File: config.mk
export PLATFORM = sky130hd
export DESIGN_NAME = gem_ext_fifo_tx_core
export DESIGN_NICKNAME = d
export VERILOG_FILES = /design/src/rtl/gem_ext_fifo_tx_core.sv
export SDC_FILE = /design/constraint.sdc
export NUM_CORES = 1
export LEC_CHECK = 0
export CORE_UTILIZATION = 25
export CTS_BUF_LIST = sky130_fd_sc_hd__clkbuf_8
export DETAILED_ROUTE_END_ITERATION = 8
export PLACE_DENSITY_LB_ADDON = 0.08
export REMOVE_ABC_BUFFERS = 1
export SYNTH_ARGS = -nofsm -noshare
export SYNTH_HDL_FRONTEND = slang
export SYNTH_SLANG_ARGS = --single-unit
File: constraint.sdc
create_clock -name clk -period 2.05 [get_ports clk]
set_input_delay 0.3075 -clock clk [delete_from_list [all_inputs] [get_ports clk]]
set_output_delay 0.3075 -clock clk [all_outputs]
set_load 0.05 [all_outputs]
File: src/rtl/gem_ext_fifo_tx_core.sv
// Bridges an 8-bit AXI-Stream frame source to the GEM external-FIFO TX port.
// Define GEM_EXT_FIFO_TX_STATUS_EN to expose the captured TX status (tx_status/tx_status_valid).
`timescale 1ns/1ps

module gem_ext_fifo_tx_core #(
    parameter int DATA_WIDTH   = 8,
    parameter int STATUS_WIDTH = 4,
    parameter int END_TIMEOUT  = 4096
) (
    input  logic                    clk,
    input  logic                    rst,
    input  logic [DATA_WIDTH-1:0]   s_axis_tdata,
    input  logic                    s_axis_tkeep,
    input  logic                    s_axis_tvalid,
    output logic                    s_axis_tready,
    input  logic                    s_axis_tlast,
    input  logic                    s_axis_tid,
    input  logic                    s_axis_tdest,
    input  logic                    s_axis_tuser,
    output logic [DATA_WIDTH-1:0]   gem_data,
    output logic                    gem_data_ready,
    output logic                    gem_data_valid,
    input  logic                    gem_data_rd_request,
    output logic                    gem_sop,
    output logic                    gem_eop,
    output logic                    gem_err,
    output logic                    gem_underflow,
    output logic                    gem_control,
    output logic                    gem_dma_tx_status_tog,
    input  logic                    gem_dma_tx_end_tog,
    input  logic [STATUS_WIDTH-1:0] gem_status
`ifdef GEM_EXT_FIFO_TX_STATUS_EN
    ,
    output logic [STATUS_WIDTH-1:0] tx_status,
    output logic                    tx_status_valid
`endif
);

    localparam logic [1:0] S_IDLE     = 2'd0;
    localparam logic [1:0] S_SEND     = 2'd1;
    localparam logic [1:0] S_DRAIN    = 2'd2;
    localparam logic [1:0] S_WAIT_END = 2'd3;

    localparam int              CNT_W    = (END_TIMEOUT > 1) ? $clog2(END_TIMEOUT) : 1;
    localparam logic [CNT_W-1:0] CNT_LAST = (END_TIMEOUT > 0) ? CNT_W'(END_TIMEOUT - 1) : '0;

    logic [1:0]            r_state;
    logic [CNT_W-1:0]      r_cnt;
    logic [DATA_WIDTH-1:0] r_data;
    logic                  r_valid;
    logic                  r_sop;
    logic                  r_eop;
    logic                  r_err;
    logic                  r_underflow;
    logic                  r_status_tog;
    logic                  r_end_ref;

    logic w_pop_idle;
    logic w_pop_send;
    logic w_pop;
    logic w_underrun;
    logic w_end_seen;
    logic w_timeout;

    assign w_pop_idle = (r_state == S_IDLE) && gem_data_rd_request && s_axis_tvalid;
    assign w_pop_send = (r_state == S_SEND) && gem_data_rd_request && s_axis_tvalid;
    assign w_pop      = w_pop_idle || w_pop_send;
    assign w_underrun = (r_state == S_SEND) && gem_data_rd_request && !s_axis_tvalid;
    assign w_end_seen = (r_state == S_WAIT_END) && (gem_dma_tx_end_tog != r_end_ref);
    assign w_timeout  = (r_state == S_WAIT_END) && (END_TIMEOUT != 0) && (r_cnt == CNT_LAST);

    // Handshake outputs are held low while reset is asserted, even though IDLE would follow tvalid.
    assign s_axis_tready  = !rst && (w_pop || (r_state == S_DRAIN));
    assign gem_data_ready = !rst && (((r_state == S_IDLE) && s_axis_tvalid) || (r_state == S_SEND));

    assign gem_data              = r_data;
    assign gem_data_valid        = r_valid;
    assign gem_sop               = r_sop;
    assign gem_eop               = r_eop;
    assign gem_err               = r_err;
    assign gem_underflow         = r_underflow;
    assign gem_control           = 1'b0;
    assign gem_dma_tx_status_tog = r_status_tog;

    // NOTE: the end-toggle reference simply tracks its input every cycle, so it needs no reset.
    always_ff @(posedge clk) begin
        r_end_ref <= gem_dma_tx_end_tog;
    end

    always_ff @(posedge clk or posedge rst) begin
        if (rst) begin
            r_state      <= S_IDLE;
            r_cnt        <= '0;
            r_data       <= '0;
            r_valid      <= 1'b0;
            r_sop        <= 1'b0;
            r_eop        <= 1'b0;
            r_err        <= 1'b0;
            r_underflow  <= 1'b0;
            r_status_tog <= 1'b0;
        end else begin
            r_valid     <= w_pop || w_underrun;
            r_sop       <= w_pop_idle;
            r_eop       <= w_pop && s_axis_tlast;
            r_err       <= w_pop && s_axis_tlast && s_axis_tuser;
            r_underflow <= w_underrun;
            if (w_pop) begin
                r_data <= s_axis_tdata;
            end else if (w_underrun) begin
                r_data <= '0;
            end
            r_cnt <= (r_state == S_WAIT_END) ? r_cnt + 1'b1 : '0;
            if (w_end_seen) begin
                r_status_tog <= ~r_status_tog;
            end
            case (r_state)
                S_IDLE: begin
                    if (w_pop_idle) begin
                        r_state <= s_axis_tlast ? S_WAIT_END : S_SEND;
                    end
                end
                S_SEND: begin
                    if (w_pop_send && s_axis_tlast) begin
                        r_state <= S_WAIT_END;
                    end else if (w_underrun) begin
                        r_state <= S_DRAIN;
                    end
                end
                S_DRAIN: begin
                    if (s_axis_tvalid && s_axis_tlast) begin
                        r_state <= S_WAIT_END;
                    end
                end
                default: begin
                    if (w_end_seen || w_timeout) begin
                        r_state <= S_IDLE;
                    end
                end
            endcase
        end
    end

`ifdef GEM_EXT_FIFO_TX_STATUS_EN
    logic [STATUS_WIDTH-1:0] r_tx_status;
    logic                    r_tx_status_valid;

    always_ff @(posedge clk or posedge rst) begin
        if (rst) begin
            r_tx_status       <= '0;
            r_tx_status_valid <= 1'b0;
        end else begin
            r_tx_status_valid <= w_end_seen;
            if (w_end_seen) begin
                r_tx_status <= gem_status;
            end
        end
    end

    assign tx_status       = r_tx_status;
    assign tx_status_valid = r_tx_status_valid;

    logic w_unused;
    assign w_unused = ^{s_axis_tkeep, s_axis_tid, s_axis_tdest};
`else
    logic w_unused;
    assign w_unused = ^{s_axis_tkeep, s_axis_tid, s_axis_tdest, gem_status};
`endif

endmodule

==> summary.md, run 1 <==
In this run the worst path has a maximum fanout of 4. The clock passes through at most 2 buffers. The first detailed-routing pass took 4 iterations. The count of input and output buffers is 30, and the number of buffers inserted by post-CTS setup repair is 0. The critical path goes through ha_1 -> nand3_2 -> or4_1 -> a32o_1 -> mux2_1.

The run finished with clean final reports. At the worst endpoint, the arrival time is 2120 ps. The number of global-route vias before repair was 1069. The distinct cell type count after synthesis was 31. The worst path needs 1960 ps of the cycle, external delays included.

The pre-CTS worst setup slack was 12.1 ps; the clock-pin slew on the worst setup and hold paths was 70 ps. After synthesis, the cell types taking the most area are sky130_fd_sc_hd__dfrtp_1 52%, sky130_fd_sc_hd__a22o_1 5.2%, sky130_fd_sc_hd__ha_1 4.6%, sky130_fd_sc_hd__and2_1 4.2%, sky130_fd_sc_hd__xor2_1 3.9%. The worst setup path is launched from a flop.

The mapped netlist covers 1350 sq um. The top cell family by delay on the critical path is simple AND/OR/NAND/NOR gates. The final-report setup violation count was 0.

The reported max-cap violation count is 0, and the number of clock sinks seen by CTS is 29. In this run the core area contains 26 standard-cell rows. In this design, the stage delay of the slowest critical-path cell is 550 ps. The part of the cycle the worst path needs is 95.8%. Buffers inserted to repair hold after CTS numbered 0. The tools report the first-pass GRT wire length as 4820 microns.

For this design the static power due to leakage is 0.850 nW. TritonCTS built the clock tree. The top cell type's share of synthesized area came out at 52.0%. The maximum vdd drop was 0.000567 V; the fraction of final layout cells with drive strength greater than 1 was 12.3%.

For the pin with the worst max-slew slack, the measured transition is 510 ps. The number of fill cells in the layout is 549, and the starting DRC count in detailed routing is 31. During synthesis, Yosys emitted a total of 0 warnings.

The congestion estimate from routability-driven global placement came to 0.689. The logs give 0 for the number of antenna violations at the first check in global routing and 0 for the number of diodes. The total length of routed wires came out at 2920 microns. The effective utilization at floorplan is 26.2%. The worst-case headroom to the max-slew limit was 65.9%. In this run the worst hold path is classified as in -> async.

The routed length per instance was 12.5 microns. The leading area contributor after synthesis was sky130_fd_sc_hd__dfrtp_1. Counting the buffers created by CTS gives 5. The number of slew-limit violations in the final report was 0; the register bit count reported by yosys was 29. The maximum number of pins on one net before global-route repair was 21; the detail-routed via count per cell was 4.44. Power spread over the standard cell area amounts to 1280 nW/um^2. In the global route stage, overall resource usage came out at 11.7%.

The run gives 86.3 ps as the least setup slack across all paths after layout. Of the synthesized area, sequential elements account for 53.5%. The cell count after synthesis came out at 124. In the layout the commonest cells are 28 x sky130_fd_sc_hd__dfrtp_1, 28 x sky130_fd_sc_hd__clkdlybuf4s50_1, 9 x sky130_fd_sc_hd__and2_1, 8 x sky130_fd_sc_hd__inv_1, 8 x sky130_fd_sc_hd__a22o_1.

The post-route DRC violation count was 0; the number of buffers and inverters on the critical path was 0. During I/O placement, the number of pins put on the boundary was 39. The tools report the count of nets left with antenna violations after detail routing as 0. The final hold violation count is 0, and the area enclosed by the die boundary is 5680 sq um. The area growth from synthesis to layout is 39.7%.

Once the clock tree was built, the resizer swapped 0 gates to a different size. Summed over all nets, the half-perimeter wirelength after detailed placement is 2080 microns. From left edge to right edge, the die measures 75.4 microns. At the worst endpoint, the required time is 2210 ps.

The H-tree was split into 2 levels. The worst setup path is captured at a flop. The final design utilization is 36.6%.

Detailed routing inserted a total of 1035 vias. Height of the die: 75.4 microns. The logs give 0 for the total congestion overflow after global routing and 5140 sq um for the core area.

The clock arrives with 5.84 ps of skew. The worst setup path is of the reg -> reg kind. The worst-skew pair later-pin latency was 280 ps.

Final layout net count: 189. The root buffer cell chosen for the clock tree is sky130_fd_sc_hd__clkbuf_8. Each instance of the synthesized netlist takes up on average 10.9 sq um. For this run, the top clock speed supported by timing is 0.509 GHz. The largest individual stage delay along the critical path comes from the cell sky130_fd_sc_hd__or4_1.
cells in the mapped netlist:
cell                        number
sky130_fd_sc_hd__xor2_1          6
sky130_fd_sc_hd__mux2_1          2
sky130_fd_sc_hd__nand4_2         1
sky130_fd_sc_hd__xnor2_1         3
sky130_fd_sc_hd__nand3_2         1
sky130_fd_sc_hd__a32o_1          1
sky130_fd_sc_hd__a21oi_1         4
sky130_fd_sc_hd__nor3_1          2
sky130_fd_sc_hd__o211ai_1        1
sky130_fd_sc_hd__a21boi_0        3
sky130_fd_sc_hd__clkbuf_1        4
sky130_fd_sc_hd__nand2_1         5
sky130_fd_sc_hd__o211a_1         1
sky130_fd_sc_hd__nor2b_1         4
sky130_fd_sc_hd__nor4_1          1
sky130_fd_sc_hd__nand4_1         2
sky130_fd_sc_hd__inv_1           8
sky130_fd_sc_hd__a22o_1          8
sky130_fd_sc_hd__conb_1          1
sky130_fd_sc_hd__a2111oi_0       1
sky130_fd_sc_hd__ha_1            5
sky130_fd_sc_hd__nor2_1          7
sky130_fd_sc_hd__dfxtp_1         1
sky130_fd_sc_hd__and2_1          9
sky130_fd_sc_hd__or4_1           1
sky130_fd_sc_hd__or3_1           3
sky130_fd_sc_hd__and3_1          2
sky130_fd_sc_hd__nand3_1         4
sky130_fd_sc_hd__buf_4           1
sky130_fd_sc_hd__o21ai_0         4
sky130_fd_sc_hd__dfrtp_1        28
state kept, by name, indices dropped and copies added, names as in the netlist:
| name | count |
|---|---|
| gem_data | 8 |
| gem_data_valid | 1 |
| gem_dma_tx_status_tog | 1 |
| gem_eop | 1 |
| gem_err | 1 |
| gem_sop | 1 |
| gem_underflow | 1 |
| r_cnt | 12 |
| r_end_ref | 1 |
| r_state | 2 |
worst paths after layout:
path / start / endpoint / slack (ps) / depth (start not counted)
setup / recovery: r_cnt[0]$_DFF_PP0_ / r_state[0]$_DFFE_PP0P_ / 90 / 5
hold / removal: rst / gem_eop$_DFF_PP0_ / 380 / 2
setup reg to reg: r_cnt[0]$_DFF_PP0_ / r_state[0]$_DFFE_PP0P_ / 90 / 5
hold reg to reg: r_cnt[0]$_DFF_PP0_ / r_cnt[0]$_DFF_PP0_ / 490 / 1
max in group asynchronous: rst / r_cnt[7]$_DFF_PP0_ / 1220 / 3
min in group clk: r_cnt[0]$_DFF_PP0_ / r_cnt[0]$_DFF_PP0_ / 490 / 1
cell type report:
type	count	area, sq um	area share [%]
timing repair buffer	36	378	20.1
tap	70	87.6	4.66
multi-input combinational	82	578	30.7
inverter	8	30.0	1.60
clock inverter	3	17.5	0.931
clock buffer	5	68.8	3.66
sequential	29	721	38.3
cell families (layout without fill, tap and decap cells):
kind of cell	after synthesis	in the layout	share of synthesized area (%)
compound gates	23	23	12.5
simple gates	42	42	17.6
mux	2	2	1.67
xor+xnor	9	9	5.86
other cells	1	1	0.279
buf+inv	13	52	3.90
flops	29	29	53.5
fa+ha+maj	5	5	4.65
metrics by stage:
step                      TNS, ps  hold WS, ps  cells  total power [mW]  cell area [sq um]
after floorplan                 0          335    119              1.53               1320
final                           0          375    233              2.40               1880
after global routing        -10.1          417    233              2.55               1880
after CTS                       0          385    233              2.43               1880
after global placement          0          463    225              1.94               1790
after detailed placement        0          485    225              1.95               1790
routing by layer:
layer,wire length [microns],global-route usage [%],share of wire (%)
met5,0,0,0
met4,54,6.17,1.9
met3,168,4.50,5.8
met1,1250,14.0,43
met2,1450,18.3,50
power by group:
group	leakage (nW)	switching (mW)	internal (mW)
Sequential	0.382	0.0819	0.699
Combinational	0.423	0.693	0.468
Clock	0.0439	0.229	0.234
Total	0.850	1.00	1.40
Power figures use the tool's default switching activity.
==> run 2: changes to the inputs <==
--- a/config.mk
+++ b/config.mk
@@ -5,7 +5,7 @@
 export SDC_FILE = /design/constraint.sdc
 export NUM_CORES = 1
 export LEC_CHECK = 0
-export CORE_UTILIZATION = 25
+export CORE_UTILIZATION = 48
 export CTS_BUF_LIST = sky130_fd_sc_hd__clkbuf_8
 export DETAILED_ROUTE_END_ITERATION = 8
 export PLACE_DENSITY_LB_ADDON = 0.08
==> summary.md, run 2 (synthesized netlist as in run 1, its figures left out) <==
The area enclosed by the die boundary was 3020 sq um; the leakage power was 0.874 nW. The part of the cycle the worst path needs was 97.3%; the cell count of the worst reg-to-reg path was 5. Effective utilization at floorplan: 52.4%. The logs give 0 ps for the total negative slack and 18 for the row count. At the worst endpoint, the arrival time is 2150 ps. Wires add up to 2640 microns. After clock tree synthesis, the clock-pin slew on the worst setup and hold paths is 60 ps. The worst setup path is launched from a flop. For the number of antenna violations at the first check in global routing, the log shows 0.

Once placement finished, the instance area stood at 1740 sq um. In this run the power density over the cells is 1390 nW/um^2. The count of hold buffers inserted by post-cts repair was 0.

The layout overhead on the synthesized area is 39.5%. Dividing the detail-routed wire length by the instance count gives 13.7 microns. The reported max-cap violation count was 0; the fraction of final layout cells with drive strength greater than 1 was 12.3%. The first detailed-routing pass ran for 4 iterations. The number of flip-flops under the largest register name was 12; the width of the die was 55.0 microns. Clock tree synthesis found a total of 29 sinks. In this run the worst path has a maximum fanout of 4.

The multi-input combinational cells in the finished layout cover a total of 578 sq um. The sum of routed wire segments on met1 came out at 1120 microns. The number of buffers inserted by post-CTS setup repair was 0; the final layout net count was 189.

Endpoint of the lowest-slack register-to-register path: r_state[1]$_DFFE_PP0P_. After layout, the design draws a total of 2.62 mW. The H-tree level count is 2, and the final design utilization is 73.1%. The count of input and output buffers came out at 30. The tools report the number of global-route vias before repair as 967.

Once detail routing completed, the nets flagged for antenna violations numbered 0. Fmax: 0.501 GHz. Number of slew-limit violations in the final report: 0. Launching point of the worst reg2reg path: r_cnt[0]$_DFF_PP0_. TritonCTS built the clock tree. The tools report the final-report setup violation count as 0.

The tools report the endpoint required time on the critical path as 2200 ps. Starting DRC count in detailed routing: 22. The worst setup path is of the reg -> reg kind. The slew of the pin with the lowest slew margin is 508 ps, and the total congestion overflow after global routing is 0.

0 antenna diodes ended up in the layout. The number of cells upsized or downsized after cts is 0, and the height of the die is 55.0 microns. The master cell of the clock root buffer was sky130_fd_sc_hd__clkbuf_8. Maximum number of pins on one net before global-route repair: 18. The register area was 721 sq um. Once detailed placement completed, the half-perimeter wirelength came to 2020 microns.

After detailed routing, the met3 layer carries 117 microns of wire. Final worst hold slack: 427 ps. The total via count in the routed design was 1022.

The tightest min-delay check is of the in -> async type. For the final database, setup skew stands at 2.84 ps. The maximum root-to-sink buffer count is 2. Ranked by flip-flop count, first place goes to r_cnt. At the end of routability-driven placement, the weighted congestion stood at 0.739.

The number of fill cells in the layout is 213. Setup repair after global routing left no endpoint under its margin. Dividing the detail-routed via count by the number of cells gives 5.30.

For this run, the total global-route usage over all layers was measured as 20.2%. The worst register-to-register path has a setup slack of 60 ps. Summed over all nets, wire length on met2 after detailed routing comes to 1360 microns.

For the worst-skew pair, the clock arrives at the later sink with an insertion delay of 270 ps. After routing the design area is 1880 sq um. The floorplan step defined a core boundary enclosing 2570 sq um. Clock tree synthesis inserted a total of 5 buffers.

IR analysis of the VDD net gives a maximum drop of 0.00101 V. The final hold violation count was 0; the minimum period implied by the final worst setup slack was 1990 ps. The tools report the kind of capture point of the worst setup path as a flop.

The worst-case headroom to the max-slew limit was 66.0%. The run gives 0 as the post-route DRC violation count. The run finished with clean final reports. Pin placement for this block handled 39 I/O pins. The tools report the first-pass GRT wire length as 4130 microns.

The highest layer touched by signal routing is met4. In the layout the commonest cells are 28 x sky130_fd_sc_hd__dfrtp_1, 28 x sky130_fd_sc_hd__clkdlybuf4s50_1, 9 x sky130_fd_sc_hd__and2_1, 8 x sky130_fd_sc_hd__inv_1, 8 x sky130_fd_sc_hd__a22o_1.
==> run 2: worst max-delay path: stages (launching register included) <==
cell and delay, ps:
sky130_fd_sc_hd__dfrtp_1 400, sky130_fd_sc_hd__ha_1 240, sky130_fd_sc_hd__nand3_2 100, sky130_fd_sc_hd__or4_1 570
sky130_fd_sc_hd__a32o_1 260, sky130_fd_sc_hd__mux2_1 320
==> run 2: where the power goes <==
part / total (mW) / internal [mW] / switching [mW]
registers: 0.783 / 0.699 / 0.0834
logic: 1.15 / 0.469 / 0.679
clock network: 0.688 / 0.482 / 0.206
total: 2.62 / 1.65 / 0.968
==> run 2: final cells by class <==
cell class / count / area share [%]
sequential: 29 / 38.4
inverter: 8 / 1.60
multi-input combinational: 82 / 30.8
clock inverter: 3 / 3.46
clock buffer: 5 / 3.66
timing repair buffer: 36 / 20.1
tap: 30 / 2.00
==> run 2: how the worst max path moves through the flow <==
stage | cells after the start | slack (ps) | startpoint | end
2_1_floorplan | 5 | 30 | r_state[1]$_DFFE_PP0P_ | s_axis_tready
3_3_place_gp | 5 | 90 | gem_dma_tx_end_tog | r_state[0]$_DFFE_PP0P_
3_5_place_dp | 5 | 60 | gem_dma_tx_end_tog | r_state[1]$_DFFE_PP0P_
4_1_cts | 5 | 60 | r_cnt[0]$_DFF_PP0_ | r_state[1]$_DFFE_PP0P_
5_1_grt | 5 | 10 | r_cnt[0]$_DFF_PP0_ | r_state[1]$_DFFE_PP0P_
6_report | 5 | 60 | r_cnt[0]$_DFF_PP0_ | r_state[1]$_DFFE_PP0P_
==> run 2: through the flow <==
step / worst slack [ps] / cells
after detailed placement: 59.0 / 185
after floorplan: 31.5 / 119
final: 55.9 / 193
after global placement: 86.3 / 185
after CTS: 62.3 / 193
after global routing: 12.3 / 193
==> run 2: metal layers <==
| metal | global-route usage [%] | vias to the layer above |
|---|---|---|
| met4 | 10.0 | 0 |
| met2 | 32.7 | 26 |
| met1 | 24.6 | 492 |
| met3 | 5.74 | 7 |
| met5 | 0 | - |
| li1 | - | 497 |
==> run 3: changes to the inputs <==
--- a/config.mk
+++ b/config.mk
@@ -5,8 +5,9 @@
 export SDC_FILE = /design/constraint.sdc
 export NUM_CORES = 1
 export LEC_CHECK = 0
-export CORE_UTILIZATION = 48
-export CTS_BUF_LIST = sky130_fd_sc_hd__clkbuf_8
+export CAP_MARGIN = 20
+export CORE_MARGIN = 1
+export CORE_UTILIZATION = 46
 export DETAILED_ROUTE_END_ITERATION = 8
 export PLACE_DENSITY_LB_ADDON = 0.08
 export REMOVE_ABC_BUFFERS = 1
==> summary.md, run 3 (synthesized netlist as in run 1, its figures left out) <==
The run finished with clean final reports. Compared with the post-synthesis result, the final layout area differs by 34.6%. The number of antenna violations at the first check in global routing was 0. STA classifies the critical path startpoint as a flop. The first-pass GRT wire length was 4710 microns.

Based on the critical path, the design can be clocked at up to 0.516 GHz. The tools report the endpoint of the lowest-slack register-to-register path as r_state[0]$_DFFE_PP0P_. In this design, the largest share of critical-path delay is due to simple AND/OR/NAND/NOR gates. 0 antenna diodes ended up in the layout.

Measured on the finished design, the core utilization comes to 65.7%. The register with the most flip-flops in the layout has 12 of them. The area enclosed by the die boundary was 3150 sq um.

VDD sags by at most 0.00105 V. The beginning of the critical path is r_cnt[0]$_DFF_PP0_. The maximum root-to-sink buffer count came out at 2. Fill cells in the final layout number 243.

TritonCTS built the clock tree. The maximum number of pins on one net before global-route repair was 29; the count of input and output buffers was 30. The design draws 2.31 mW. Final-report setup violation count: 0. The power per cell area came out at 1280 nW/um^2. The critical path goes through ha_1 -> nand3_2 -> or4_1 -> a32o_1 -> mux2_1. For the final database, setup skew stands at 9.43 ps. Buffers added to address setup during post-CTS repair amount to 0. The effective utilization at floorplan is 48.8%, and the final weighted congestion in routability-driven placement is 0.764.

Critical path class: reg -> reg. The portion of total power attributed to sequential cells was 34.1%; the fraction of final layout cells with drive strength greater than 1 was 14.1%. Dividing the detail-routed wire length by the instance count gives 13.3 microns.

The endpoint required time on the critical path is 2260 ps, and the data arrival time of the critical path is 2150 ps. r_cnt holds more flip-flops than any other register. Once detailed placement completed, the half-perimeter wirelength came to 1950 microns. The run gives 1079 as the number of global-route vias before repair. The instance area at placement was 1730 sq um. The worst path uses 94.5% of the clock period. The tools report the clock share of power as 14.3%.

The worst pin sits at a relative slew slack of 65.9%. Slowest stage cell on the critical path: sky130_fd_sc_hd__or4_1. In this run the vertical extent of the chip is 56.1 microns. Combinational cells account for 51.6% of the total power.

The tools report the pre-CTS worst setup slack as -1.25 ps. The core area came out at 2760 sq um. At the pin with the least slew margin, the transition time is 510 ps. The width of the die came out at 56.1 microns. The logs give 330 ps for the worst-skew pair later-pin latency and 0 for the final hold violation count.

Across the run, the number of max-cap violations was 0. At the end of the flow, the number of nets in the layout was 189. The maximum fanout count along the critical path is 4, and the number of buffers and inverters on the critical path is 0.

Summed over all cells, the static leakage comes to 0.833 nW. The minimum period implied by the final worst setup slack was 1940 ps; the TritonCTS buffer count was 5. In this run the power spent charging and discharging nets is 0.992 mW. The logs give 0 for the number of slew-limit violations in the final report and 4 for the detailed-routing iteration count for the pre-antenna-repair pass. The initialized floorplan defines 19 standard-cell rows. The number of clock sinks seen by CTS is 29, and the top-level I/O count is 39.

The cell-internal power came out at 1.32 mW. In this run the number of H-tree levels came out at 2. Summing over every cut layer, the via total after detailed routing is 1023.

In the routed layout, each cell is associated on average with a via count of 5.27. Total length of routed wires: 2580 microns. The cell count of the worst reg-to-reg path is 5, and the critical path's largest stage delay is 550 ps. For flop-to-flop paths, the worst setup slack is 110 ps. CTS placed an instance of sky130_fd_sc_hd__clkbuf_4 at the clock tree root. The tools report the final worst hold slack as 417 ps. The clock-pin slew on the worst setup and hold paths came out at 100 ps.

The placed cell count came out at 186. The run gives 10 as the starting DRC count in detailed routing. Setup repair after global routing left no endpoint under its margin. The type of the most critical hold path is in -> async.

Leaving out fill and tap cells, the most frequent cell in the layout is sky130_fd_sc_hd__clkdlybuf4s50_1. Excluding fillers, the count of instances in the completed layout stands at 194. The switching portion of total power works out to 42.9%. Summed over all layers, the global routing overflow is 0. After routing, the total negative slack on setup checks comes to 0 ps. Across all setup checks in the final design, the least slack found is 113 ps. The finished cells cover 1810 sq um.

The launching point of the worst reg2reg path is r_cnt[0]$_DFF_PP0_. The count of nets left with antenna violations once routing finished came out at 0. The post-route DRC violation count is 0, and the combined global-route utilization of all metal layers is 19.9%. Count of hold buffers inserted by post-cts repair: 0. In the layout the commonest cells are 28 x sky130_fd_sc_hd__clkdlybuf4s50_1, 27 x sky130_fd_sc_hd__dfrtp_1, 9 x sky130_fd_sc_hd__and2_1, 8 x sky130_fd_sc_hd__a22o_1, 7 x sky130_fd_sc_hd__inv_1.

Kind of capture point of the worst setup path: a flop.
## run 3: changes by cell type in the layout (fill, tap and decap cells not counted), moves of 2 or more
cell                        change
sky130_fd_sc_hd__bufinv_16      -2
sky130_fd_sc_hd__clkbuf_4       +5
sky130_fd_sc_hd__clkbuf_8       -5
sky130_fd_sc_hd__ha_2           -2
sky130_fd_sc_hd__ha_4           +2
## run 3: area by class of cell
type                            count  area (sq um)  area share [%]
Inverter                            8          30.0            1.66
Clock buffer                        5          37.5            2.07
Tap cell                           31          38.8            2.14
Multi-Input combinational cell     82           601            33.1
Clock inverter                      3          17.5           0.967
Timing Repair Buffer               36           365            20.2
Sequential cell                    29           722            39.8
## run 3: worst max-delay path by stage
stage,cells after the start,endpoint
finish,5,r_state[0]$_DFFE_PP0P_
global route,5,r_state[1]$_DFFE_PP0P_
CTS,6,s_axis_tready
detailed placement,5,r_state[1]$_DFFE_PP0P_
global placement,5,r_state[0]$_DFFE_PP0P_
floorplan,5,s_axis_tready
## run 3: what timing repair did
action	CTS	global route
gates resized for setup	3	4
setup endpoints to repair	1	1
cloned	0	0
## run 3: routing by layer
layer  share of wire (%)  track usage [%]  routed length [microns]
met4                 2.2             9.41                       57
met5                   0                0                        0
met1                  43             22.8                     1120
met3                 4.2             6.98                      108
met2                  50             33.2                     1290
## run 3: power by group through the flow
stage          registers [mW]  clock network [mW]  logic [mW]
4_1_cts                 0.782               0.350        1.17
2_1_floorplan            1.09                   0       0.441
3_5_place_dp            0.789                   0        1.16
3_3_place_gp            0.784                   0        1.13
6_report                0.789               0.330        1.19
5_1_grt                 0.809               0.368        1.29
## run 3: worst reg2reg max path: stages (launching register included)
cell and delay, ps:
sky130_fd_sc_hd__dfrtp_1 400, sky130_fd_sc_hd__ha_1 210, sky130_fd_sc_hd__nand3_2 80, sky130_fd_sc_hd__or4_1 550, sky130_fd_sc_hd__a32o_1 260, sky130_fd_sc_hd__mux2_1 320
